===== src/rtl/shift_add_seq_mul.sv =====
// Shift-add constant-multiply sequencer: one sample in, NCOEF products out
// (sample*COEF[0..NCOEF-1]) over a valid/ready stream with backpressure.
//
// state | meaning
// ------+-----------------------------------------------
// IDLE  | no sample held, out_valid=0, ready for input
// RUN   | sample held, current product valid on outputs
module shift_add_seq_mul #(
   parameter int                     DW    = 8,
   parameter int                     CW    = 4,
   parameter int                     NCOEF = 4,
   parameter logic [NCOEF*CW-1:0]    COEFS = {4'd8, 4'd7, 4'd3, 4'd1},
   localparam int                    OW    = DW + CW,
   localparam int                    IW    = (NCOEF > 1) ? $clog2(NCOEF) : 1
) (
   input  logic          clk,
   input  logic          rst,
   input  logic          in_valid,
   output logic          in_ready,
   input  logic [DW-1:0] d,
   output logic          out_valid,
   input  logic          out_ready,
   output logic [OW-1:0] out,
   output logic [IW-1:0] out_idx,
   output logic          out_last,
   output logic          busy
);

   localparam logic [0:0] ST_IDLE = 1'b0;
   localparam logic [0:0] ST_RUN  = 1'b1;

   logic [0:0]    r_state;
   logic [DW-1:0] r_sample;
   logic [OW-1:0] r_out;
   logic [IW-1:0] r_out_idx;
   logic          r_out_last;

   logic          w_fire;
   logic          w_accept;
   logic          w_in_ready;
   logic [IW-1:0] w_idx_next;
   logic [IW-1:0] w_sel_idx;
   logic [DW-1:0] w_sel_sample;
   logic [CW-1:0] w_sel_coef;
   logic [OW-1:0] w_product;

   function automatic logic [OW-1:0] f_shift_add(input logic [DW-1:0] sample,
                                                 input logic [CW-1:0] coef);
      logic [OW-1:0] acc;
      acc = '0;
      for (int b = 0; b < CW; b++) begin
         if (coef[b]) acc = acc + ({{CW{1'b0}}, sample} << b);
      end
      return acc;
   endfunction

   assign w_fire     = (r_state == ST_RUN) & out_ready;
   assign w_in_ready = (r_state == ST_IDLE) | (w_fire & r_out_last);
   assign w_accept   = in_valid & w_in_ready;
   assign w_idx_next = r_out_idx + IW'(1);

   // A new sample always restarts at index 0; d only reaches the datapath on accept.
   assign w_sel_idx    = w_accept ? '0 : w_idx_next;
   assign w_sel_sample = w_accept ? d  : r_sample;

   always_comb begin
      w_sel_coef = '0;
      for (int i = 0; i < NCOEF; i++) begin
         if (w_sel_idx == IW'(i)) w_sel_coef = COEFS[i*CW +: CW];
      end
   end

   assign w_product = f_shift_add(w_sel_sample, w_sel_coef);

   always_ff @(posedge clk or negedge rst) begin
      if (!rst) begin
         r_state    <= ST_IDLE;
         r_sample   <= '0;
         r_out      <= '0;
         r_out_idx  <= '0;
         r_out_last <= 1'b0;
      end else if (w_accept) begin
         r_state    <= ST_RUN;
         r_sample   <= d;
         r_out      <= w_product;
         r_out_idx  <= '0;
         r_out_last <= (NCOEF == 1);
      end else if (w_fire && !r_out_last) begin
         r_out      <= w_product;
         r_out_idx  <= w_idx_next;
         r_out_last <= (w_idx_next == IW'(NCOEF - 1));
      end else if (w_fire) begin
         r_state <= ST_IDLE;
      end
   end

   assign in_ready  = w_in_ready;
   assign out_valid = (r_state == ST_RUN);
   assign out       = r_out;
   assign out_idx   = r_out_idx;
   assign out_last  = r_out_last;
   assign busy      = (r_state == ST_RUN);

endmodule


===== config.mk =====
export PLATFORM = sky130hd
export DESIGN_NAME = shift_add_seq_mul
export DESIGN_NICKNAME = d
export VERILOG_FILES = /design/src/rtl/shift_add_seq_mul.sv
export SDC_FILE = /design/constraint.sdc
export NUM_CORES = 1
export LEC_CHECK = 0
export CORE_MARGIN = 8
export CORE_UTILIZATION = 31
export DETAILED_ROUTE_END_ITERATION = 10
export DONT_BUFFER_PORTS = 1
export SLEW_MARGIN = 20
export SYNTH_ARGS = -nofsm -noshare
export SYNTH_HDL_FRONTEND = slang
export SYNTH_SLANG_ARGS = --single-unit

===== constraint.sdc =====
create_clock -name clk -period 7.7 [get_ports clk]
set_input_delay 1.54 -clock clk [delete_from_list [all_inputs] [get_ports clk]]
set_output_delay 1.54 -clock clk [all_outputs]
set_load 0.01 [all_outputs]

==> summary.txt <==
Timing
  – Headroom to the max-slew limit: 51.06%
  – Slew @ Worst Pin: 0.7341 ns
  – RSZ-0062 raised after global routing: false
  – Min Tclk post-route: 6.740 ns
  – Setup TNS Final: 0 ns
  – Fmax: 148.4 MHz
  – Slew Limit Fails: 0
  – Final hold slack: 0.5620 ns
  – Final period util: 87.53%
  – Final Hold Vio Count: 0
  – Final setup violation count: 0
  – Skew final: 0.01488 ns

Die
  – Num rows: 32
  – Die Footprint: 11110 µm²
  – Die Wd: 105.4 µm
  – Initial Util: 32.08%
  – Core area: 7727 µm²
  – IO Count: 30
  – Die Height: 105.4 µm

Route
  – Vias: 2000
  – Antenna viol nets, final: 0
  – Post-DR vias/cell: 5.141
  – DRT iter0 DRCs: 62
  – Drt pass-1 iters: 4
  – Post-Route WL: 5870 µm
  – DRC: 0
  – Wire per inst: 15.09 µm

Global routing
  – Total congestion overflow: 0
  – GRT Overall Usage: 10.88%
  – Initial antenna violation count: 0
  – Vias in the first global route: 1973
  – First-pass GRT wire length: 9963 µm
  – Largest net degree at the start of global routing: 25

Clock network
  – CTS max path bufs: 2
  – Clock slew at reported path FFs: 0.09 ns
  – CTS sink count: 24
  – PostCTS Resize Cnt: 0
  – Clk root buf: clkbuf_8
  – Post-CTS repair timing setup buffer count: 0
  – # hold bufs at CTS: 0
  – CTS tree: done
  – Inserted Clock Buffers: 3
  – H-tree levels: 1
  – Clk_lat worst skew: 0.28 ns

Run status
  – Status: complete, no violations

Synthesis
  – Distinct cell type count after synthesis: 58
  – Synthesized cell area: 2479 µm²
  – Synth top area cells: dfrtp_1 (24%), ha_1 (15%), nand2_1 (5.3%)
  – Ys async rst share: 100.0%
  – Yosys reg bits: 24
  – Top post-synthesis cells by count: nand2_1 (35), ha_1 (29), dfrtp_1 (24)
  – Yosys top cell area share: 24.23%
  – Synthesis Warnings: 0
  – Primary FF master, synth: dfrtp_1
  – Post-synth top area cell: dfrtp_1
  – Synth Net Count: 338
  – Most numerous cell in the Yosys netlist: nand2_1
  – EDFF count, synth: 0
  – Cells after Synth: 294
  – Post-Syn Area per Cell: 8.431 µm²
  – Register area share after synthesis: 24.23%

Flow run
  – MaxCap Viol Count: 0

Hold path
  – Hold crit path type: flip-flop to flip-flop

Finish
  – Share of cells above drive strength 1: 6.620%
  – # nets final: 332
  – ANT cells: 0
  – Layout overhead on the synthesized area: 5.553%

Place
  – HPWL after detailed placement: 4819 µm
  – Final Wtd Congestion: 0.8364
  – Port bufs: 0

Worst setup path
  – CP bufs+invs: 2
  – Crit-path max cell delay: 0.51 ns
  – CP Launch Type: input pin
  – Crit path kind: input pin to flip-flop
  – Crit-path max FO: 14
  – Crit end category: flip-flop
  – Critical path arrival: 6.93 ns
  – CP delay by family, top: compound AO/OA/AOI/OAI gates
  – Slowest cell on the critical path: mux2i_1
  – Required @ worst endpoint: 7.89 ns
logic make-up after synthesis:
group	Yosys count	share of synthesized area [%]
XOR/XNOR	14	4.947
adder cells (fa/ha/maj)	34	17.92
multiplexers	15	6.865
buffers and inverters	28	5.149
AO/OA/AOI/OAI	82	21.71
flip-flops	24	24.23
AND/OR/NAND/NOR	97	19.18
routing by layer:
layer  global-route usage, %  vias to the layer above  wire (µm)
met5                       0                        -          0
met4                   3.466                        0         71
met3                   2.862                        6        280
met2                   19.11                       28       2845
met1                   12.54                      933       2673
li1                        -                     1033          -
worst min-delay path, cell delays in order (launching register included):
cell	delay, ns
dfrtp_1	0.40
nand2_1	0.06
o21ai_1	0.06
flip-flops by register name (all words and copies together) (netlist names):
name      count
busy          1
out          12
out_idx       2
out_last      1
r_sample      8
metrics by stage:
| step | instance area (µm²) | setup slack, ns | instances | util (%) |
|---|---|---|---|---|
| after global placement | 2545 | 0.7328 | 385 | 32.93 |
| final | 2616 | 0.9604 | 389 | 33.86 |
| after CTS | 2616 | 0.9318 | 389 | 33.86 |
| after global routing | 2616 | 0.4959 | 389 | 33.86 |
| after floorplan | 2479 | 1.336 | 294 | - |
| after detailed placement | 2545 | 0.6271 | 385 | 32.93 |
layout by cell type, fill, tap and decap left out, types with 3 or more instances in the layout:
| cell | Yosys | routed |
|---|---|---|
| a31oi_1 | 3 | 3 |
| a22o_1 | 3 | 3 |
| nand3_1 | 10 | 10 |
| ha_1 | 29 | 29 |
| a21o_1 | 15 | 15 |
| inv_1 | 15 | 15 |
| xor2_1 | 6 | 6 |
| xnor2_1 | 8 | 8 |
| a21oi_1 | 15 | 15 |
| mux2i_1 | 11 | 11 |
| nor2b_1 | 6 | 6 |
| clkbuf_8 | 0 | 3 |
| dfrtp_1 | 24 | 24 |
| nor3_1 | 6 | 6 |
| fa_1 | 3 | 3 |
| o21ai_1 | 7 | 7 |
| nand2b_1 | 7 | 7 |
| nand2_1 | 35 | 35 |
| o21ai_0 | 19 | 19 |
| nor2_1 | 18 | 18 |
final timing paths:
kind / endpoint / startpoint / cells after the start / slack [ns]
setup / recovery: out[10] / out_ready / 25 / 0.96
hold reg to reg: out[2] / out[2] / 2 / 0.56
min in group asynchronous: r_sample[6] / rst / 0 / 0.94
hold / removal: out[2] / out[2] / 2 / 0.56
max in group asynchronous: out[8] / rst / 0 / 6.67
setup reg to reg: out[10] / busy / 25 / 1.48
final cells by class:
| cell class | instances | area (µm²) |
|---|---|---|
| Clock buffer | 3 | 41.29 |
| Clock inverter | 1 | 30.03 |
| Fill cell | 815 | 5111 |
| Inverter | 17 | 66.31 |
| Multi-Input combinational cell | 242 | 1750 |
| Sequential cell | 24 | 600.6 |
| Tap cell | 102 | 127.6 |
Power is left out: the tool's default activity adds up to more than one toggle a clock period on the data nets, which glitch-free logic cannot reach.
